$ cat src/rtl/branch_predictor.sv
// Decode-stage branch predictor: gshare-indexed 2-bit counter table, direct
// target computation for branches/JAL, and a circular return-address stack.
module branch_predictor #(
  parameter int BHT_ADDR_BITS = 5,
  parameter int GHR_BITS      = 3,
  parameter int RAS_DEPTH     = 4,
  localparam int N  = BHT_ADDR_BITS,
  localparam int GW = (GHR_BITS > 0) ? GHR_BITS : 1
) (
  input  logic          clk,
  input  logic          resetn,
  input  logic          lk_valid,
  input  logic [31:0]   lk_pc,
  input  logic [31:0]   lk_instr,
  output logic          pred_taken,
  output logic [31:0]   pred_target,
  output logic [N-1:0]  lk_idx,
  output logic [GW-1:0] lk_ghr,
  input  logic          up_valid,
  input  logic [N-1:0]  up_idx,
  input  logic [GW-1:0] up_ghr,
  input  logic          up_taken,
  input  logic          up_mispredict,
  output logic [31:0]   stat_branches,
  output logic [31:0]   stat_miss
);

  localparam int BHT_SIZE = 1 << N;
  localparam int PW       = $clog2(RAS_DEPTH);
  localparam int CW       = PW + 1;

  localparam logic [6:0] OP_BRANCH = 7'b1100011;
  localparam logic [6:0] OP_JAL    = 7'b1101111;
  localparam logic [6:0] OP_JALR   = 7'b1100111;
  localparam logic [4:0] REG_RA    = 5'd1;

  // Instruction decode
  logic [6:0]  opcode;
  logic [4:0]  rd;
  logic [4:0]  rs1;
  logic [2:0]  funct3;
  logic [11:0] imm_i;
  logic [31:0] imm_b;
  logic [31:0] imm_j;
  logic        is_branch;
  logic        is_jal;
  logic        is_jalr;
  logic        is_ret;
  logic        is_call;
  logic        is_swap;

  assign opcode = lk_instr[6:0];
  assign rd     = lk_instr[11:7];
  assign funct3 = lk_instr[14:12];
  assign rs1    = lk_instr[19:15];
  assign imm_i  = lk_instr[31:20];
  assign imm_b  = {{19{lk_instr[31]}}, lk_instr[31], lk_instr[7],
                   lk_instr[30:25], lk_instr[11:8], 1'b0};
  assign imm_j  = {{11{lk_instr[31]}}, lk_instr[31], lk_instr[19:12],
                   lk_instr[20], lk_instr[30:21], 1'b0};

  assign is_branch = (opcode == OP_BRANCH);
  assign is_jal    = (opcode == OP_JAL);
  assign is_jalr   = (opcode == OP_JALR) && (funct3 == 3'b000);
  assign is_ret    = is_jalr && (rd == 5'd0) && (rs1 == REG_RA) && (imm_i == 12'd0);
  assign is_call   = (is_jal || is_jalr) && (rd == REG_RA);
  // Coroutine-style jump through ra: pops the old return and pushes a new one.
  assign is_swap   = is_jalr && (rd == REG_RA) && (rs1 == REG_RA);

  // Global history and table index
  logic [GW-1:0] ghr;
  logic [1:0]    bht [BHT_SIZE];

  assign lk_idx = lk_pc[N+1:2] ^ N'(ghr);
  assign lk_ghr = ghr;

  // Return-address stack
  logic [31:0]   ras [RAS_DEPTH];
  logic [PW-1:0] ras_ptr;
  logic [PW-1:0] top_ptr;
  logic [CW-1:0] ras_cnt;
  logic          ras_empty;
  logic          ras_push;
  logic          ras_pop;
  logic [31:0]   ret_addr;

  assign top_ptr   = ras_ptr - PW'(1);
  assign ras_empty = (ras_cnt == '0);
  assign ret_addr  = lk_pc + 32'd4;
  assign ras_push  = lk_valid && is_call;
  assign ras_pop   = lk_valid && (is_ret || is_swap) && !ras_empty;

  // Prediction
  always_comb begin
    // NOTE: every always_comb output gets a default first so no path infers a latch.
    pred_taken  = 1'b0;
    pred_target = 32'd0;
    if (lk_valid) begin
      if (is_branch) begin
        pred_taken  = bht[lk_idx][1];
        pred_target = lk_pc + imm_b;
      end else if (is_jal) begin
        pred_taken  = 1'b1;
        pred_target = lk_pc + imm_j;
      end else if (is_ret && !ras_empty) begin
        pred_taken  = 1'b1;
        pred_target = ras[top_ptr];
      end
    end
  end

  // Counter table: lookup reads the pre-edge value, so a same-index update is
  // only visible from the next cycle.
  logic [1:0] ctr_cur;
  logic [1:0] ctr_nxt;

  assign ctr_cur = bht[up_idx];

  always_comb begin
    ctr_nxt = ctr_cur;
    if (up_taken) begin
      if (ctr_cur != 2'b11) ctr_nxt = ctr_cur + 2'd1;
    end else begin
      if (ctr_cur != 2'b00) ctr_nxt = ctr_cur - 2'd1;
    end
  end

  always_ff @(posedge clk) begin
    // NOTE: the counter table is architecturally reset to weakly-not-taken, so
    // it is a register array with a reset loop rather than a plain RAM.
    if (!resetn) begin
      for (int i = 0; i < BHT_SIZE; i++) bht[i] <= 2'b01;
    end else if (up_valid) begin
      bht[up_idx] <= ctr_nxt;
    end
  end

  // History register: recovery from a mispredict overrides speculation.
  generate
    if (GHR_BITS > 0) begin : g_ghr
      always_ff @(posedge clk) begin
        // NOTE: sequential state uses non-blocking assignments only.
        if (!resetn) begin
          ghr <= '0;
        end else if (up_valid && up_mispredict) begin
          ghr <= GW'({up_ghr, up_taken});
        end else if (lk_valid && is_branch) begin
          ghr <= GW'({ghr, pred_taken});
        end
      end
    end else begin : g_no_ghr
      logic unused_ghr;
      assign unused_ghr = ^up_ghr;
      assign ghr        = '0;
    end
  endgenerate

  // RAS pointer and occupancy; a push when full wraps over the oldest entry.
  always_ff @(posedge clk) begin
    if (!resetn) begin
      ras_ptr <= '0;
      ras_cnt <= '0;
    end else if (ras_push && ras_pop) begin
      ras_ptr <= ras_ptr;
    end else if (ras_push) begin
      ras_ptr <= ras_ptr + PW'(1);
      if (ras_cnt != CW'(RAS_DEPTH)) ras_cnt <= ras_cnt + CW'(1);
    end else if (ras_pop) begin
      ras_ptr <= top_ptr;
      ras_cnt <= ras_cnt - CW'(1);
    end
  end

  // NOTE: stack storage is never read while empty, so it needs no reset.
  always_ff @(posedge clk) begin
    if (resetn && ras_push) begin
      if (ras_pop) ras[top_ptr] <= ret_addr;
      else         ras[ras_ptr] <= ret_addr;
    end
  end

  // Statistics, free-running modulo 2^32
  always_ff @(posedge clk) begin
    if (!resetn) begin
      stat_branches <= 32'd0;
      stat_miss     <= 32'd0;
    end else if (up_valid) begin
      stat_branches <= stat_branches + 32'd1;
      if (up_mispredict) stat_miss <= stat_miss + 32'd1;
    end
  end

endmodule
$ cat config.mk
export PLATFORM = sky130hd
export DESIGN_NAME = branch_predictor
export DESIGN_NICKNAME = d
export VERILOG_FILES = /design/src/rtl/branch_predictor.sv
export SDC_FILE = /design/constraint.sdc
export NUM_CORES = 1
export LEC_CHECK = 0
export CAP_MARGIN = 10
export CORE_ASPECT_RATIO = 1.25
export CORE_UTILIZATION = 60
export CTS_CLUSTER_DIAMETER = 80
export DETAILED_ROUTE_END_ITERATION = 7
export PLACE_DENSITY = 0.82
export SYNTH_ARGS = -nofsm -noshare
export SYNTH_HDL_FRONTEND = slang
export SYNTH_SLANG_ARGS = --single-unit
$ cat constraint.sdc
create_clock -name clk -period 18.4 [get_ports clk]
set_input_delay 5.52 -clock clk [delete_from_list [all_inputs] [get_ports clk]]
set_output_delay 5.52 -clock clk [all_outputs]
set_load 0.03 [all_outputs]
==> results.py, run 1 <==
metrics = {
    "critical_path": {
        "cp.buffers_inverters": 2,
        "crit_chain": "clkdlybuf4s50_1 > xor2_2 > mux4_2 > mux4_2 > mux2i_1 > nor2_1 > nor3_1 > nor2_1 > clkdlybuf4s50_1",
        "worst_ep_required_time_ns": 12.88,
        "crit_path_max_incr_delay_ns": 0.88,
        "r2r_slack_ns": 15.18,
        "critPathKind": "in2out",
        "worstPathMaxFanout": 9,
        "r2r_end": "lk_ghr[0]",
        "cp_top_family": "multiplexers",
        "crit_path_end_kind": "output port",
        "worstPathArrival_ns": 9.70,
        "r2r_cells": 7,
        "start_kind": "input pin",
        "timing.rr.start": "lk_ghr[1]",
        "critPathSlowestCell": "clkdlybuf4s50_1",
    },
    "timing": {
        "max_freq_ghz": 0.0657,
        "timing.hold.ws_ns": 0.518,
        "maxSlewHeadroom_pct": 8.93,
        "rsz0062_at_grt": "false",
        "fin_crit_sh_pct": 82.7,
        "finalHoldViolations": 0,
        "tightest_slew_ns": 1.36,
        "setup_viol": 0,
        "min_period_ns": 15.22,
        "drv_slew": 0,
        "fin_setup_tns_ns": 0,
        "skew_ns": 0.0190,
    },
    "yosys": {
        "ys_seq_area_share_pct": 47.1,
        "netlist.area_leader.share_pct": 37.7,
        "synth_cell_types": 91,
        "ys_ff_latch": 264,
        "avgSynthCellArea_sq_um": 11.0,
        "post-synth-top-count-cell": "edfxtp_1",
        "yosysTopAreaCell": "edfxtp_1",
        "synthTopCellsByCount": "edfxtp_1, nand2_1, xnor2_1, nor2_1, nand3_1",
        "syn_inst": 1390,
        "synth_edf_count": 192,
        "synth_ff_type": "edfxtp_1",
        "ys_warn_count": 0,
        "syn_nets": 1519,
        "ys_async_sr_fraction_pct": 0,
        "synth.area.top_cells": "edfxtp_1, dfxtp_1, mux4_2",
        "syn-cell-area_sq_um": 15300,
    },
    "hold_path": {
        "holdPathEnd": "stat_branches[23]",
        "hp-start": "stat_branches[23]",
        "hp-class": "reg2reg",
        "min_path_cells": 2,
    },
    "placement": {
        "gp_congestion": 0.938,
        "hpwl_microns": 27200,
        "io_buffers": 181,
    },
    "drt": {
        "drt_iter0_drc": 719,
        "routed_via_density": 6.28,
        "drc": 0,
        "drtAntennaViolNets": 0,
        "vias": 11900,
        "firstDrtPassIters": 8,
        "routed_wl_microns": 39300,
        "wire_per_inst_microns": 20.8,
    },
    "cts": {
        "h-tree-depth": 1,
        "cts_tree": "built",
        "clk_pin_slew_ns": 0.07,
        "clock-sinks": 264,
        "clockRootBuffer": "clkbuf_16",
        "insertion_delay_ns": 0.52,
        "cts_max_path_buffers": 3,
        "cts_hold_repair.buffers": 0,
        "numCtsBuffers": 23,
        "postCtsSetupBuffers": 0,
        "ctsResizeCount": 0,
    },
    "run": {
        "timing.max_cap.violations": 0,
    },
    "layout": {
        "multi_input_area_sq_um": 7680,
        "area_growth_pct": 19.2,
        "fill_cells": 1681,
        "regArea_sq_um": 7210,
        "drive_above_1_share_pct": 10.3,
        "num-nets-final": 1669,
    },
    "status": {
        "status": "finished clean",
    },
    "pwr": {
        "p_per_area_nw_per_um2": 76.6,
        "ir_drop_uv": 91.5,
        "leakage_nw": 6.32,
    },
    "global_route": {
        "grt_overflow": 0,
        "grt_pass1_vias": 11600,
        "grtUsageTotal_pct": 30.2,
        "antenna_found_initial": 1,
        "grt_max_degree": 110,
        "grt_pass1_wl_microns": 60900,
    },
    "die": {
        "die-area_sq_um": 26100,
        "placementRows": 64,
        "die_h_microns": 181,
        "io_pins": 183,
        "start_util_pct": 61.8,
        "core_sq_um": 24700,
        "dieWidth_microns": 145,
    },
}
metrics by stage:
| step | worst slack (ns) | util (%) | instances | instance area (sq um) | power [mW] |
|---|---|---|---|---|---|
| after floorplan | 4.80 | - | 1390 | 15300 | 0.789 |
| after global placement | 3.27 | 70.1 | 1845 | 17300 | 0.845 |
| after detailed placement | 3.29 | 70.1 | 1845 | 17300 | 0.849 |
| after CTS | 3.25 | 73.7 | 1887 | 18200 | 1.40 |
| after global routing | 2.92 | 73.7 | 1888 | 18200 | 1.44 |
| final | 3.18 | 73.7 | 1888 | 18200 | 1.40 |
layout make-up:
class | instances | share of cell area (%)
tap | 330 | 2.26
sequential | 264 | 39.5
clock inverter | 18 | 1.65
multi-input combinational | 1026 | 42.1
antenna | 1 | 0.0137
clock buffer | 24 | 3.23
timing repair buffer | 201 | 10.7
inverter | 24 | 0.494
cells by family (layout without fill, tap and decap cells):
group | after synthesis | after routing | synth area share, %
AND/OR/NAND/NOR | 539 | 539 | 18.0
AO/OA/AOI/OAI | 243 | 243 | 11.3
flip-flops | 264 | 264 | 47.1
buffers and inverters | 100 | 267 | 2.90
other | 0 | 1 | 0
multiplexers | 62 | 62 | 8.80
adder cells (fa/ha/maj) | 53 | 53 | 4.45
XOR/XNOR | 129 | 129 | 7.44
how the worst max path moves through the flow:
stage              from         endpoint  depth (start not counted)
5_1_grt        lk_pc[2]       pred_taken                          9
3_3_place_gp   lk_pc[2]       pred_taken                          9
6_report       lk_pc[2]       pred_taken                          9
3_5_place_dp   lk_pc[2]       pred_taken                          9
2_1_floorplan  lk_pc[1]  pred_target[25]                         11
4_1_cts        lk_pc[2]       pred_taken                          9
worst min-delay path: cells and delay by family (launching register included):
| family | cells | cell delay, ns |
|---|---|---|
| AO/OA/AOI/OAI | 2 | 0.14 |
| flip-flops | 1 | 0.33 |
cell usage in the layout (no fill, tap or decap), types with 16 or more instances in the layout:
master / Yosys / routed
and2_1: 64 / 64
a21o_1: 26 / 26
xnor2_1: 92 / 92
clkdlybuf4s50_1: 0 / 180
dfxtp_1: 72 / 71
mux4_2: 58 / 58
and3_1: 29 / 29
o21ai_0: 36 / 36
inv_1: 24 / 24
ha_1: 48 / 48
clkbuf_16: 0 / 23
nand3_1: 85 / 85
nand4_1: 31 / 31
nor2_1: 89 / 89
a21oi_1: 60 / 58
xor2_1: 36 / 36
edfxtp_1: 192 / 192
nand2_1: 149 / 149
a22oi_1: 16 / 16
nor3_1: 24 / 24
buf_4: 8 / 20
registers in the layout (all words and copies together), names as in the netlist:
register,count
ras_cnt,3
lk_ghr,3
ras_ptr,2
stat_miss,32
ras,128
bht,64
stat_branches,32
power by group:
| part | internal [mW] | leakage, nW | total (mW) | switching (mW) |
|---|---|---|---|---|
| Combinational | 0.0795 | 3.59 | 0.196 | 0.117 |
| Clock | 0.336 | 0.427 | 0.556 | 0.220 |
| Sequential | 0.642 | 2.31 | 0.645 | 0.00322 |
| Total | 1.06 | 6.32 | 1.40 | 0.340 |
layer usage:
metal	wire length (microns)	global-route usage, %
met5	0	0
met4	1230	11.5
met3	2690	3.53
met2	20200	52.7
met1	15200	38.0
Power figures use the tool's default switching activity.
==> run 2, diff against run 1 <==
--- a/config.mk
+++ b/config.mk
@@ -7,10 +7,10 @@
 export LEC_CHECK = 0
 export CAP_MARGIN = 10
 export CORE_ASPECT_RATIO = 1.25
-export CORE_UTILIZATION = 60
+export CORE_UTILIZATION = 57
 export CTS_CLUSTER_DIAMETER = 80
 export DETAILED_ROUTE_END_ITERATION = 7
-export PLACE_DENSITY = 0.82
+export PLACE_DENSITY = 0.78
 export SYNTH_ARGS = -nofsm -noshare
 export SYNTH_HDL_FRONTEND = slang
 export SYNTH_SLANG_ARGS = --single-unit
==> constraint.sdc (replaced) <==
create_clock -name clk -period 15.1 [get_ports clk]
set_input_delay 4.53 -clock clk [delete_from_list [all_inputs] [get_ports clk]]
set_output_delay 4.53 -clock clk [all_outputs]
set_load 0.03 [all_outputs]
==> run 2 against run 1 <==
Net effect:
- sequential cell count did not move
- cell area fell by 0.12%
- count of clock-buffer cells in the layout up 5
- non-clock buffer count up 3
- critical path depth increased by 2
- hold slack worse by 0.0075 ns
- wire length down 2.9%
- first-iteration DRC count grew 30%
- sequential power is 22% higher
- sequential share of layout area about the same
- critical endpoint is now pred_target[25]
- largest cell class unchanged
- highest routed layer unchanged
==> results.py, run 2 (synthesis gave the netlist of run 1 again) <==
metrics = {
    "status": {
        "status": "finished clean",
    },
    "pwr": {
        "p_total_mw": 1.66,
        "p_per_area_nw_per_um2": 91.0,
        "p_sw_uw": 402,
        "intPower_mw": 1.26,
        "ir_drop_uv": 121,
        "leakage_nw": 6.33,
        "seqPwrFrac_pct": 47.4,
        "combPwrFrac_pct": 14.3,
        "power.share.switching_pct": 24.3,
        "pwr-share-clk_pct": 38.3,
    },
    "placement": {
        "io_buffers": 181,
        "gp_congestion": 0.915,
        "place_inst": 1857,
        "hpwl_microns": 27600,
        "placed_area_sq_um": 17400,
    },
    "cts": {
        "cts_tree": "built",
        "numCtsBuffers": 23,
        "ctsResizeCount": 0,
        "clockRootBuffer": "clkbuf_16",
        "postCtsSetupBuffers": 0,
        "clk_pin_slew_ns": 0.07,
        "h-tree-depth": 1,
        "cts_max_path_buffers": 3,
        "cts_hold_repair.buffers": 0,
        "insertion_delay_ns": 0.53,
        "clock-sinks": 264,
    },
    "drt": {
        "routed_via_density": 6.20,
        "drt_iter0_drc": 934,
        "drtAntennaViolNets": 0,
        "firstDrtPassIters": 6,
        "drc": 0,
        "routed_wl_microns": 38100,
        "vias": 11800,
        "wire_per_inst_microns": 20.1,
    },
    "layout": {
        "diodes": 0,
        "drive_above_1_share_pct": 10.3,
        "num-nets-final": 1672,
        "fin_area_sq_um": 18200,
        "top_register": "ras",
        "area_growth_pct": 19.1,
        "finalNonFillerCells": 1900,
        "largest_reg_flops": 128,
        "mostFrequentLayoutCells": "edfxtp_1, clkdlybuf4s50_1, nand2_1, xnor2_1, nor2_1",
        "top_regs": "ras x128, bht x64",
        "final_common_cell": "edfxtp_1",
    },
    "timing": {
        "fin_setup_tns_ns": 0,
        "maxSlewHeadroom_pct": 19.5,
        "tightest_slew_ns": 1.20,
        "min_period_ns": 13.23,
        "finalHoldViolations": 0,
        "fin_crit_sh_pct": 87.6,
        "drv_slew": 0,
        "setup_viol": 0,
        "max_freq_ghz": 0.0756,
        "skew_ns": 0.0275,
        "rsz0062_at_grt": "false",
    },
    "global_route": {
        "grtUsageTotal_pct": 27.8,
        "antenna_found_initial": 0,
        "grt_pass1_wl_microns": 59900,
        "grt_max_degree": 63,
        "grt_overflow": 0,
        "grt_pass1_vias": 11500,
    },
    "hold_path": {
        "holdPathEnd": "stat_miss[1]",
        "min_path_cells": 2,
        "hp-class": "reg2reg",
        "hp-start": "stat_miss[1]",
    },
    "critical_path": {
        "timing.rr.start": "ras_cnt[0]",
        "r2r_slack_ns": 12.07,
        "worst_ep_required_time_ns": 10.57,
        "crit_path_max_incr_delay_ns": 0.71,
        "crit_path_end_kind": "output port",
        "r2r_end": "ras[1][16]",
        "worstPathArrival_ns": 8.70,
        "worstPathMaxFanout": 8,
        "crit_chain": "clkdlybuf4s50_1 > ha_1 > a21oi_2 > o221ai_1 > a211oi_1 > nor2_1 > a211oi_1 > o21ai_0 > xnor2_1 > a221oi_1 > clkdlybuf4s50_1",
        "r2r_cells": 7,
        "critPathSlowestCell": "clkdlybuf4s50_1",
        "start_kind": "input pin",
        "critPathKind": "in2out",
    },
    "die": {
        "placementRows": 66,
        "io_pins": 183,
        "core_sq_um": 26200,
        "start_util_pct": 58.4,
        "dieWidth_microns": 149,
        "die-area_sq_um": 27500,
        "die_h_microns": 185,
    },
    "run": {
        "timing.max_cap.violations": 0,
    },
}
-- run 2: how the worst max path moves through the flow --
stage	start	end	slack, ns	cells past startpoint
2_1_floorplan	lk_pc[1]	pred_target[25]	3.48	11
3_3_place_gp	lk_pc[6]	pred_target[25]	1.97	11
3_5_place_dp	lk_pc[2]	pred_taken	1.96	9
4_1_cts	lk_pc[2]	pred_taken	1.92	9
5_1_grt	lk_pc[6]	pred_target[25]	1.74	11
6_report	lk_pc[6]	pred_target[25]	1.87	11
-- run 2: power by group through the flow --
stage | clock, mW | combinational (mW) | sequential [mW]
after CTS | 0.644 | 0.236 | 0.786
final | 0.635 | 0.238 | 0.786
after global placement | 0 | 0.229 | 0.801
after global routing | 0.673 | 0.257 | 0.786
after floorplan | 0 | 0.158 | 0.803
after detailed placement | 0 | 0.234 | 0.802
-- run 2: per-stage QoR --
stage / hold slack [ns] / util [%] / setup WS [ns]
6_report: 0.510 / 69.6 / 1.87
5_1_grt: 0.548 / 69.6 / 1.74
4_1_cts: 0.515 / 69.6 / 1.92
3_5_place_dp: 0.506 / 66.4 / 1.96
3_3_place_gp: 0.489 / 66.4 / 1.97
2_1_floorplan: 0.469 / - / 3.48
-- run 2: worst max-delay path: cells and delay by family --
| kind | cells | cell delay (ns) |
|---|---|---|
| simple gates | 1 | 0.18 |
| xor+xnor | 1 | 0.15 |
| fa+ha+maj | 1 | 0.52 |
| compound gates | 6 | 1.99 |
| buf+inv | 2 | 1.32 |
-- run 2: area by class of cell --
cell class,instances,area [sq um]
Tap cell,340,425
Sequential cell,264,7210
Clock buffer,29,692
Timing Repair Buffer,204,1980
Inverter,24,90.1
Clock inverter,13,146
Multi-Input combinational cell,1026,7680
Fill cell,1917,7960
-- run 2: layer usage --
metal / track usage, % / routed length (microns) / up-vias
met5: 0 / 0 / -
met4: 11.5 / 1300 / 0
met3: 2.68 / 2340 / 99
met2: 48.3 / 19400 / 474
met1: 35.5 / 15100 / 5714
li1: - / - / 5498
